File: src/rtl/ram_rd_check.sv
// RAM read-back checker: sweeps addresses 0..DEPTH-1 and compares the
// returned words against the pattern (addr + SEED), reporting a pass/fail summary.
module ram_rd_check #(
    parameter int ADDR_W = 6,
    parameter int DEPTH  = 32,
    parameter int DATA_W = 8,
    parameter int RD_LAT = 1,
    parameter int SEED   = 0
) (
    input  logic              sys_clk,
    input  logic              rst_n,
    input  logic              start,
    output logic              rd_en,
    output logic [ADDR_W-1:0] rd_addr,
    input  logic [DATA_W-1:0] rd_data,
    output logic              busy,
    output logic              done,
    output logic              pass,
    output logic [5:0]        err_cnt,
    output logic [ADDR_W-1:0] first_err_addr
);

    localparam logic [1:0] S_IDLE  = 2'd0;
    localparam logic [1:0] S_READ  = 2'd1;
    localparam logic [1:0] S_DRAIN = 2'd2;
    localparam logic [1:0] S_DONE  = 2'd3;

    localparam logic [ADDR_W-1:0] LAST_ADDR = ADDR_W'(DEPTH - 1);
    localparam logic [1:0]        LAT_LAST  = 2'(RD_LAT - 1);

    logic [1:0]        state_q, state_d;
    logic [ADDR_W-1:0] addr_q, addr_d;
    logic [1:0]        lat_q, lat_d;
    logic [5:0]        err_q, err_d;
    logic [ADDR_W-1:0] ferr_q, ferr_d;
    logic              pass_q, pass_d;

    logic [RD_LAT-1:0] vld_q;
    logic [ADDR_W-1:0] padr_q [RD_LAT];

    logic              cmp_vld;
    logic [ADDR_W-1:0] cmp_addr;
    logic [DATA_W-1:0] exp_word;
    logic              mism;

    assign cmp_vld  = vld_q[RD_LAT-1];
    assign cmp_addr = padr_q[RD_LAT-1];
    assign exp_word = DATA_W'(cmp_addr) + DATA_W'(SEED);
    assign mism     = cmp_vld && (rd_data != exp_word);

    assign rd_en          = (state_q == S_READ);
    assign rd_addr        = addr_q;
    assign busy           = (state_q != S_IDLE);
    assign done           = (state_q == S_DONE);
    assign pass           = pass_q;
    assign err_cnt        = err_q;
    assign first_err_addr = ferr_q;

    // Next-state: sequencing plus mismatch accounting; pass uses the final count
    always_comb begin
        state_d = state_q;
        addr_d  = addr_q;
        lat_d   = lat_q;
        err_d   = err_q;
        ferr_d  = ferr_q;
        pass_d  = pass_q;
        if (mism) begin
            if (err_q != 6'd63) err_d = err_q + 6'd1;
            if (err_q == 6'd0) ferr_d = cmp_addr;
        end
        case (state_q)
            S_IDLE: begin
                if (start) begin
                    state_d = S_READ;
                    addr_d  = '0;
                    err_d   = '0;
                    ferr_d  = '0;
                    pass_d  = 1'b0;
                end
            end
            S_READ: begin
                if (addr_q == LAST_ADDR) begin
                    state_d = S_DRAIN;
                    addr_d  = '0;
                    lat_d   = '0;
                end else begin
                    addr_d = addr_q + 1'b1;
                end
            end
            S_DRAIN: begin
                if (lat_q == LAT_LAST) begin
                    state_d = S_DONE;
                    pass_d  = (err_d == 6'd0);
                end else begin
                    lat_d = lat_q + 2'd1;
                end
            end
            default: state_d = S_IDLE;
        endcase
    end

    // Control and result registers
    always_ff @(posedge sys_clk or negedge rst_n) begin
        if (!rst_n) begin
            state_q <= S_IDLE;
            addr_q  <= '0;
            lat_q   <= '0;
            err_q   <= '0;
            ferr_q  <= '0;
            pass_q  <= 1'b0;
        end else begin
            state_q <= state_d;
            addr_q  <= addr_d;
            lat_q   <= lat_d;
            err_q   <= err_d;
            ferr_q  <= ferr_d;
            pass_q  <= pass_d;
        end
    end

    // Delay line aligning each issued address with its returned word
    always_ff @(posedge sys_clk or negedge rst_n) begin
        if (!rst_n) begin
            vld_q <= '0;
            for (int i = 0; i < RD_LAT; i++) padr_q[i] <= '0;
        end else begin
            vld_q[0]  <= rd_en;
            padr_q[0] <= addr_q;
            for (int i = 1; i < RD_LAT; i++) begin
                vld_q[i]  <= vld_q[i-1];
                padr_q[i] <= padr_q[i-1];
            end
        end
    end

endmodule

File: config.mk
export PLATFORM = sky130hd
export DESIGN_NAME = ram_rd_check
export DESIGN_NICKNAME = d
export VERILOG_FILES = /design/src/rtl/ram_rd_check.sv
export SDC_FILE = /design/constraint.sdc
export NUM_CORES = 1
export LEC_CHECK = 0
export CORE_ASPECT_RATIO = 0.8
export CORE_UTILIZATION = 30
export CTS_BUF_LIST = sky130_fd_sc_hd__clkbuf_8
export CTS_CLUSTER_DIAMETER = 60
export DETAILED_ROUTE_END_ITERATION = 16
export GPL_TIMING_DRIVEN = 0
export PLACE_DENSITY_LB_ADDON = 0.15
export SYNTH_ARGS = -nofsm -noshare
export SYNTH_HDL_FRONTEND = slang
export SYNTH_SLANG_ARGS = --single-unit
File: constraint.sdc
create_clock -name sys_clk -period 3.45 [get_ports sys_clk]
set_input_delay 0.69 -clock sys_clk [delete_from_list [all_inputs] [get_ports sys_clk]]
set_output_delay 0.69 -clock sys_clk [all_outputs]
set_load 0.1 [all_outputs]
-- Word level (Yosys, flattened, before mapping)
Cells that the tools add are included.
- mux-type cells: 21
- equal/unequal tests: 10
- reduce and logical (&&, ||, !) cells: 13
- $add $sub $neg: 3
- operators with widths (operator ; count):
    6-bit two-way mux ; 10
    6-bit by 1-bit adder with 6-bit output (second input constant) ; 2
    6-bit zero test ; 2
    6-bit case mux with 2 select lines ; 1
    2-bit two-way mux ; 5
    3-bit AND reduction ; 3
    8-bit by 6-bit != test with 1-bit output ; 1
    2-bit nonzero test ; 4
    6-bit by 5-bit == test with 1-bit output (second input constant) ; 1
    2-bit != test (second input constant) ; 3
    6-bit != test (second input constant) ; 1
    2-bit case mux with 3 select lines ; 1
    2-bit == test (second input constant) ; 2
    2-bit zero test ; 2
    2-bit case mux with 2 select lines ; 1
    2-bit by 1-bit adder with 2-bit output (second input constant) ; 1
    2-bit by 1-bit == test with 1-bit output (second input constant) ; 1
    1-bit two-way mux ; 2
    2-bit by 1-bit != test with 1-bit output (second input constant) ; 1
    1-bit case mux with 2 select lines ; 1
    2-bit AND reduction ; 1
    1-bit logical AND ; 1
- register bits after elaboration: 30
- output and inout bits: 22

-- Longest topological paths before layout
Gate-level depths: netlist of the first run.
- word-level depth: 6
- gate-level depth with buffers: 7

-- Worst setup path before layout of the first run
OpenSTA, ideal clock, no wires.
- kind: flip-flop to flip-flop
- from: reg err_q[0] (netlist: err_cnt[0])
- to: reg pass_q (netlist: pass)
- slack: 944 ps
- stages on the path, launching flop included: 7
- arrival time: 2436 ps
- clock period less this slack: 2506 ps
- cell sequence: dfrtp_1 inv_1 ha_1 or4_1 a211oi_1 mux2_1 a32o_2
- longest elaborated chain between the ends: 6
- ends and longest elaborated chain (element ; line ; text):
    start, declared ; 34 ; logic [5:0] err_q, err_d;
    start signal, assigned ; 115 ; err_q <= err_d;
    6-bit by 1-bit adder with 6-bit output or 6-bit != test (tied branches) ; 68 ; if (err_q != 6'd63) err_d = err_q + 6'd1;
    6-bit two-way mux ; 68 ;
    6-bit two-way mux * ; 67 ; if (mism) begin
    6-bit zero test * ; 93 ; pass_d = (err_d == 6'd0);
    1-bit two-way mux * ; 91 ; if (lat_q == LAT_LAST) begin
    1-bit case mux with 2 select lines * ; 71 ; case (state_q)
    end signal, assigned ; 117 ; pass_q <= pass_d;
    end, declared ; 36 ; logic pass_q, pass_d;
Every way passes the cells marked *; elsewhere a longest branch is shown, timed or not. The select of a mux whose other input is x is not followed.
A chain may end at the register's enable or synchronous reset.

-- Worst setup path in the final report of the first run
- from: reg state_q[1]
- to: out rd_en
- longest elaborated chain between the ends: 1
- ends and longest elaborated chain (element ; line ; text):
    start, declared ; 31 ; logic [1:0] state_q, state_d;
    start signal, assigned ; 112 ; state_q <= state_d;
    2-bit by 1-bit == test with 1-bit output ; 51 ; assign rd_en = (state_q == S_READ);
    end, declared ; 13 ; output logic rd_en,
Every way passes these cells.

==> out/qor.txt, run 1 <==
Fillers: 503
Insertion delay of the later-clocked pin in the worst-skew pair: 0.28 ns
Per-cell via count in the routed design: 4.78
Number of nets still failing antenna checks after routing: 0
Warning count from the yosys run: 0
Hold WC Path Type: input port to asynchronous set/reset pin
Clock Tree Root: sky130_fd_sc_hd__clkbuf_8
Number of nets in the final layout: 216
Violated checks: design-rule violations
Length of the first detailed-routing pass in iterations: 10
Type of element launching the critical path: flop
Number of different library cells in the post-synthesis netlist: 37
Post-synthesis instance total: 157
Async SR Flop Fraction: 100%
Max-cap violation count: 0
Netlist Area Pre-Place: 1610 um^2
All-Layer GR Usage: 14.3%
Antenna violations before repair: 0
Vertical die dimension: 67.6 um
Top library cells by usage in the layout, fill and taps aside: sky130_fd_sc_hd__clkdlybuf4s50_1 (31), sky130_fd_sc_hd__dfrtp_1 (30), sky130_fd_sc_hd__nor2_1 (16)
Worst relative slew slack: 35.0%
Slowest Stage Delay on Critical Path: 1.20 ns
Slew of the pin with the lowest slew margin: 0.971 ns
Largest family of logic cells by synthesized area: simple AND/OR/NAND/NOR gates
Share of post-route cells with drive strength above 1: 10.2%
Largest voltage drop on the vdd net: 0.526 mV
Total inserted antenna cells: 0
Routability congestion estimate from global placement: 0.779
Initial Utilization: 31.7%
Clock Sink Count: 30
Count of hold buffers inserted by post-cts repair: 0
Vias in the first global route: 1,194
Run status: complete, but fails checks
Pleak: 0.968 nW
Overall via count from detail_route: 1,237
Power per Cell Area: 843 nW/um^2
Primary FF master, synth: sky130_fd_sc_hd__dfrtp_1
Number of enable flip-flop cells after synthesis: 0
Number of gates resized after cts: 0
Clock skew after layout: 0.00975 ns
Post-Synth Simple-Gate Area: 18.7%
Placed cell areas: 2010 um^2
Commonest non-fill, non-tap cell in the layout: sky130_fd_sc_hd__clkdlybuf4s50_1
Die width: 84.0 um
WL/cell: 13.6 um
Final hold violation count: 0
Std-Cell Rows: 23
Residual DRC count: 10
Post-synthesis share of cell area spent on xor and xnor gates: 4.34%
Overall routed net length: 3520 um
Max stage delay cell, worst path: sky130_fd_sc_hd__clkdlybuf4s50_1
Worst Path Arrival: 2.35 ns
Number of storage elements in the synthesis netlist: 30
Area growth from synthesis to final layout: 30.3%
Final setup viols: 0
Die area: 5680 um^2
Setup CP Type: flop to primary output
Largest net degree at the start of global routing: 31
DRC marker count from the first detailed-route iteration: 34
Crit path required time: 2.76 ns
Clock-pin slew on the worst setup and hold paths: 0.07 ns
Setup slack at placement: 0.711 ns
Synthesized-area fraction occupied by ao, oa, aoi and oai cells: 11.6%
TritonCTS clock tree: done
Final Max Tran Viols: 0
Mux contribution to synthesized area: 8.84%
Number of input and output port buffers inserted: 32
Setup repair after global routing missed its margin: no
Summed area of non-filler cells in the final layout: 2100 um^2
Avg Cell Area, Syn: 10.3 um^2
Post-Synth Adder-Cell Area: 6.98%
Number of I/O pins: 33
Total negative slack for setup checks: 0 ns
Cell Chain, Critical Path: inv_1 -> ha_1 -> clkdlybuf4s50_1
Highest clock frequency the design can meet: 0.329 GHz
Setup slack after layout: 0.413 ns
Period utilisation layout: 88.0%
Critical path peak fanout: 9
Wire length of the first global-routing pass: 6090 um
Maximum number of buffers from clock root to sink: 2
Placed wire-length estimate: 2630 um
CTS H-tree lvls: 2
Area of the core: 5090 um^2
Post-CTS repair timing setup buffer count: 0
Post-synth net total: 177
CTS Buf Count: 5
Overflow after GRT: 0
Final critical delay including setup and external delays: 3.04 ns
Fraction of the yosys area taken by sequential cells: 46.5%
Crit end category: primary output
area by class of cell:
| type | count | area (um^2) | share of cell area [%] |
|---|---|---|---|
| buffer | 4 | 17.5 | 0.834 |
| clock buffer | 6 | 82.6 | 3.93 |
| clock inverter | 2 | 12.5 | 0.596 |
| inverter | 8 | 30.0 | 1.43 |
| multi-input combinational | 115 | 815 | 38.8 |
| sequential | 30 | 751 | 35.7 |
| tap | 62 | 77.6 | 3.69 |
| timing repair buffer | 32 | 315 | 15.0 |
synthesized netlist by cell type, drive strengths merged, types with 3 or more instances:
master | number | area (um^2)
mux2i | 12 | 120
nand3 | 7 | 35.0
dfrtp | 30 | 751
nand4 | 3 | 25.0
o211ai | 4 | 30.0
inv | 8 | 30.0
nor2b | 3 | 26.3
or2 | 3 | 18.8
nand2b | 5 | 31.3
a22o | 3 | 26.3
nor2 | 16 | 60.1
ha | 9 | 113
a21oi | 3 | 15.0
o21ai | 10 | 50.0
nand2 | 10 | 37.5
xnor2 | 7 | 61.3
path summary, 6_finish.rpt:
| path | end | slack, ns | from | cells after the start |
|---|---|---|---|---|
| worst max-delay path | rd_en | 0.41 | state_q[1] | 3 |
| worst min-delay path | first_err_addr[4] | 0.45 | rst_n | 1 |
| worst max register to register | rd_addr[4] | 1.44 | state_q[0] | 7 |
| worst min register to register | cmp_addr[2] | 0.48 | rd_addr[2] | 0 |
| max in group asynchronous | err_cnt[0] | 2.55 | rst_n | 1 |
| min in group sys_clk | cmp_addr[2] | 0.48 | rd_addr[2] | 0 |
per-layer routing:
| metal | track usage (%) | routed length [um] | vias to the layer above |
|---|---|---|---|
| met2 | 22.0 | 1480 | 28 |
| met5 | 0 | 0 | - |
| met3 | 5.01 | 190 | 4 |
| li1 | - | - | 634 |
| met4 | 5.17 | 40 | 0 |
| met1 | 18.6 | 1810 | 571 |
kinds of logic after synthesis:
family,count (synthesis)
AND/OR/NAND/NOR,57
flip-flops,30
AO/OA/AOI/OAI,27
multiplexers,14
buffers and inverters,12
adder cells (fa/ha/maj),9
XOR/XNOR,8
report_power, final:
| part | total (mW) | switching [mW] | internal [mW] | leakage (nW) |
|---|---|---|---|---|
| Sequential | 0.486 | 0.0639 | 0.422 | 0.408 |
| Combinational | 0.990 | 0.706 | 0.284 | 0.513 |
| Clock | 0.294 | 0.134 | 0.160 | 0.0472 |
| Total | 1.77 | 0.904 | 0.866 | 0.968 |
metrics by stage:
stage | total power [mW] | util (%) | hold WS [ns] | std cells
after floorplan | 1.26 | - | 0.394 | 157
after global placement | 1.47 | 39.5 | 0.469 | 251
after detailed placement | 1.49 | 39.5 | 0.472 | 251
after CTS | 1.79 | 41.3 | 0.482 | 259
after global routing | 1.88 | 41.2 | 0.501 | 259
final | 1.77 | 41.2 | 0.448 | 259
state kept, by name, summed over array words and instances (netlist names):
register and cells:
cmp_addr 6, err_cnt 6, first_err_addr 6, rd_addr 6, lat_q 2, state_q 2
cmp_vld 1, pass 1
worst max-delay path, delay by kind of cell (launching register included):
family	cells	cell delay, ns
buf+inv	2	1.29
fa+ha+maj	1	0.36
flops	1	0.42
Power figures use the tool's default switching activity.
==> inputs of run 2 (changes only) <==
- CAP_MARGIN: default -> 5
- CORE_UTILIZATION: 30 -> 57
==> out/qor.txt, run 2 (same netlist as run 1, synthesis figures left out) <==
Run status: completed
Routability congestion estimate from global placement: 0.881
Wire length of the first global-routing pass: 6290 um
Hold WC Path Type: input port to asynchronous set/reset pin
Overall via count from detail_route: 1,362
WL/cell: 15.8 um
Per-cell via count in the routed design: 5.85
Antenna violations before repair: 0
All-Layer GR Usage: 29.1%
Crit path required time: 2.76 ns
Setup slack after layout: 0.407 ns
Max stage delay cell, worst path: sky130_fd_sc_hd__clkdlybuf4s50_1
Top library cells by usage in the layout, fill and taps aside: sky130_fd_sc_hd__clkdlybuf4s50_1 (31), sky130_fd_sc_hd__dfrtp_1 (30), sky130_fd_sc_hd__nor2_1 (16)
Final Instance Count excl. Fillers: 233
Slew of the pin with the lowest slew margin: 0.986 ns
Vertical die dimension: 49.6 um
Slowest Stage Delay on Critical Path: 1.20 ns
Type of element launching the critical path: flop
Commonest non-fill, non-tap cell in the layout: sky130_fd_sc_hd__clkdlybuf4s50_1
Final setup viols: 0
Total negative slack for setup checks: 0 ns
Area growth from synthesis to final layout: 28.0%
Largest voltage drop on the vdd net: 0.581 mV
Area of the multi-input gates: 815 um^2
Cell Chain, Critical Path: inv_1 -> ha_1 -> clkdlybuf4s50_1
Final standard cell utilization of the core: 80.6%
Number of nets in the final layout: 216
Clock Tree Root: sky130_fd_sc_hd__clkbuf_8
Share of post-route cells with drive strength above 1: 9.64%
Post-CTS repair timing setup buffer count: 0
Final hold violation count: 0
Total inserted antenna cells: 0
Number of cells in the design after placement: 225
Die width: 61.5 um
Maximum number of buffers from clock root to sink: 2
Setup CP Type: flop to primary output
Setup repair after global routing missed its margin: no
Critical path peak fanout: 9
Overall routed net length: 3690 um
Worst Path Arrival: 2.35 ns
Die area: 3050 um^2
Final Max Tran Viols: 0
Placed wire-length estimate: 2560 um
Area taken by flip-flops and latches: 751 um^2
Summed area of non-filler cells in the final layout: 2060 um^2
Final critical delay including setup and external delays: 3.04 ns
Hold WS: 0.441 ns
Area of the core: 2560 um^2
Number of nets still failing antenna checks after routing: 0
Count of hold buffers inserted by post-cts repair: 0
Worst relative slew slack: 34.0%
Setup slack at placement: 0.732 ns
Period utilisation layout: 88.2%
Vias in the first global route: 1,358
Number of gates resized after cts: 0
Residual DRC count: 0
Clock skew after layout: 0.00321 ns
Std-Cell Rows: 16
Fillers: 180
Insertion delay of the later-clocked pin in the worst-skew pair: 0.28 ns
Max-cap violation count: 0
Placed cell areas: 1980 um^2
Length of the first detailed-routing pass in iterations: 4
Power per Cell Area: 862 nW/um^2
CTS H-tree lvls: 2
Highest clock frequency the design can meet: 0.329 GHz
CTS Buf Count: 5
Overflow after GRT: 0
Crit end category: primary output
TritonCTS clock tree: done
Total power after layout: 1.78 mW
Largest net degree at the start of global routing: 31
Pleak: 0.973 nW
DRC marker count from the first detailed-route iteration: 106
Initial Utilization: 62.9%
Number of input and output port buffers inserted: 32
Number of I/O pins: 33
Clock-pin slew on the worst setup and hold paths: 0.06 ns
Clock Sink Count: 30
## run 2: cell count changes in the layout (fill, tap and decap cells not counted), sizes merged
| cell | change |
|---|---|
| clkinvlp | -1 |
| inv | +1 |
## run 2: path summary, 6_finish.rpt
kind                                endpoint  cells after the start  startpoint  slack [ns]
hold reg to reg                  cmp_addr[1]                      0  rd_addr[1]        0.47
min in group sys_clk             cmp_addr[1]                      0  rd_addr[1]        0.47
setup reg to reg                        pass                      7  state_q[0]        1.28
setup / recovery                       rd_en                      3  state_q[1]        0.41
hold / removal             first_err_addr[0]                      1       rst_n        0.44
max in group asynchronous  first_err_addr[2]                      1       rst_n        2.58
## run 2: final cells by class
class                           instances  share of cell area (%)
Inverter                                8                    1.45
Buffer                                  4                   0.848
Clock inverter                          2                   0.424
Timing Repair Buffer                   32                    15.3
Multi-Input combinational cell        115                    39.5
Tap cell                               36                    2.18
Sequential cell                        30                    36.4
Clock buffer                            6                    4.00
## run 2: report_power, final
part	internal [mW]	leakage [nW]	switching (mW)
clock network	0.158	0.0524	0.129
logic	0.285	0.513	0.721
registers	0.422	0.408	0.0662
total	0.865	0.973	0.916
## run 2: worst max-delay path: cells and delay by family (launching register included)
kind,cells,cell delay (ns)
buf+inv,2,1.30
flops,1,0.42
fa+ha+maj,1,0.35
## run 2: per-layer routing
layer / up-vias / part of all wire (%) / global-route usage [%] / wire length (um)
met4: 0 / 1.9 / 11.5 / 71
met3: 9 / 5.5 / 7.35 / 202
met2: 61 / 49 / 46.7 / 1810
li1: 628 / - / - / -
met5: - / 0 / 0 / 0
met1: 664 / 44 / 37.3 / 1610
==> inputs of run 3 (changes only) <==
- PLACE_DENSITY_LB_ADDON: 0.15 -> 0.25
- SKIP_CTS_REPAIR_TIMING: default -> 1
==> out/qor.txt, run 3 (same netlist as run 1, synthesis figures left out) <==
Run status: completed
Die width: 61.5 um
Clock Tree Root: sky130_fd_sc_hd__clkbuf_8
Area of the core: 2560 um^2
Maximum number of buffers from clock root to sink: 2
Clock-pin slew on the worst setup and hold paths: 0.07 ns
Crit end category: primary output
Worst reg2reg startpoint: state_q[0]
Hold WC Path Type: input port to asynchronous set/reset pin
Vias in the first global route: 1,368
Number of input and output port buffers inserted: 32
Most used routing layer: met2
CTS Buf Count: 5
Levels on crit path: 3
Overall via count from detail_route: 1,326
Final critical delay including setup and external delays: 3.07 ns
Number of nets still failing antenna checks after routing: 0
Buffers plus inverters on the worst setup path: 2
Final hold violation count: 0
Cell Chain, Critical Path: inv_1 -> ha_1 -> clkdlybuf4s50_1
Overall routed net length: 3550 um
Overflow after GRT: 0
Fraction of met3 tracks used by global routing: 7.87%
Largest net degree at the start of global routing: 31
CTS H-tree lvls: 2
Routability congestion estimate from global placement: 0.849
Total negative slack for setup checks: 0 ns
Largest voltage drop on the vdd net: 0.708 mV
Total inserted antenna cells: 0
Share of post-route cells with drive strength above 1: 9.64%
Commonest non-fill, non-tap cell in the layout: sky130_fd_sc_hd__clkdlybuf4s50_1
Max stage delay cell, worst path: sky130_fd_sc_hd__clkdlybuf4s50_1
Placed wire-length estimate: 2550 um
Worst relative slew slack: 34.9%
Number of nets in the final layout: 216
Top library cells by usage in the layout, fill and taps aside: sky130_fd_sc_hd__clkdlybuf4s50_1 (31), sky130_fd_sc_hd__dfrtp_1 (30), sky130_fd_sc_hd__nor2_1 (16)
Insertion delay of the later-clocked pin in the worst-skew pair: 0.29 ns
Wire length of the first global-routing pass: 5950 um
Final Max Tran Viols: 0
Setup slack after layout: 0.381 ns
Setup CP Type: flop to primary output
All-Layer GR Usage: 27.3%
Worst setup path startpoint: state_q[1]
Max-cap violation count: 0
Switching power: 910 uW
Initial Utilization: 62.9%
Vertical die dimension: 49.6 um
WL/cell: 15.2 um
Residual DRC count: 0
Setup slack at placement: 0.733 ns
Met2 track demand over resource in global routing: 44.0%
Std-Cell Rows: 16
Final standard cell utilization of the core: 80.6%
DRC marker count from the first detailed-route iteration: 52
Crit path required time: 2.76 ns
Sequential group share of total power: 27.6%
Clock Sink Count: 30
Number of I/O pins: 33
Critical path peak fanout: 9
Highest clock frequency the design can meet: 0.326 GHz
Die area: 3050 um^2
Clock skew after layout: 0.00993 ns
Pleak: 0.973 nW
Final setup viols: 0
Depth of the most critical reg-to-reg path: 7
Worst Path Arrival: 2.38 ns
M1 GR Usage: 33.5%
Slowest Stage Delay on Critical Path: 1.20 ns
Proportion of power drawn by combinational gates: 56.0%
TritonCTS clock tree: done
Power per Cell Area: 859 nW/um^2
Switching part of the total power: 51.3%
End of the critical path: rd_en
Clock network fraction of total power: 16.4%
Slack of the worst reg-to-reg path: 1.36 ns
Slew of the pin with the lowest slew margin: 0.973 ns
Fillers: 164
Period utilisation layout: 88.9%
Capturing point of the worst reg2reg path: pass
Setup repair after global routing missed its margin: no
Cell-internal power: 865 uW
Area growth from synthesis to final layout: 28.0%
Antenna violations before repair: 0
Length of the first detailed-routing pass in iterations: 5
Type of element launching the critical path: flop
Per-cell via count in the routed design: 5.69
Top cell family by delay on the critical path: buffers and inverters
[run 3: worst min-delay path by stage]
stage / start / endpoint / slack [ns] / depth (start not counted)
finish: rst_n / cmp_vld / 0.44 / 1
CTS: rd_addr[3] / cmp_addr[3] / 0.48 / 0
global placement: rd_addr[1] / cmp_addr[1] / 0.46 / 0
detailed placement: rd_addr[3] / cmp_addr[3] / 0.47 / 0
global route: rst_n / state_q[0] / 0.50 / 1
floorplan: rst_n / cmp_addr[0] / 0.39 / 0
[run 3: final cells by class]
class | instances | area [um^2] | area share [%]
flip-flops and latches | 30 | 751 | 36.4
repair buffers | 32 | 315 | 15.3
multi-input cells | 115 | 815 | 39.5
clock inverters | 2 | 8.76 | 0.424
clock buffers | 6 | 82.6 | 4.00
well taps | 36 | 45.0 | 2.18
inverters | 8 | 30.0 | 1.45
plain buffers | 4 | 17.5 | 0.848
[run 3: routing by layer]
metal | up-vias | part of all wire (%)
met1 | 634 | 45
met3 | 8 | 5.9
met5 | - | 0
met4 | 0 | 1.4
met2 | 53 | 47
li1 | 631 | -
[run 3: stage by stage]
| stage | hold slack [ns] | instances | power [mW] | instance area (um^2) |
|---|---|---|---|---|
| 4_1_cts | 0.475 | 233 | 1.77 | 2070 |
| 6_report | 0.440 | 233 | 1.77 | 2060 |
| 5_1_grt | 0.499 | 233 | 1.87 | 2060 |
| 3_5_place_dp | 0.467 | 225 | 1.48 | 1980 |
| 2_1_floorplan | 0.394 | 157 | 1.26 | 1610 |
| 3_3_place_gp | 0.455 | 225 | 1.45 | 1980 |
[run 3: worst register-to-register path, delay by kind of cell (launching register included)]
kind	cells	cell delay (ns)
AO/OA/AOI/OAI	2	0.43
buffers and inverters	1	0.09
AND/OR/NAND/NOR	2	0.64
adder cells (fa/ha/maj)	1	0.27
multiplexers	1	0.17
flip-flops	1	0.44
[run 3: power by group through the flow]
stage | clock network [mW] | logic [mW] | registers (mW)
finish | 0.291 | 0.994 | 0.489
global route | 0.304 | 1.06 | 0.501
CTS | 0.291 | 0.993 | 0.489
detailed placement | 0 | 0.986 | 0.495
global placement | 0 | 0.967 | 0.486
floorplan | 0 | 0.482 | 0.774
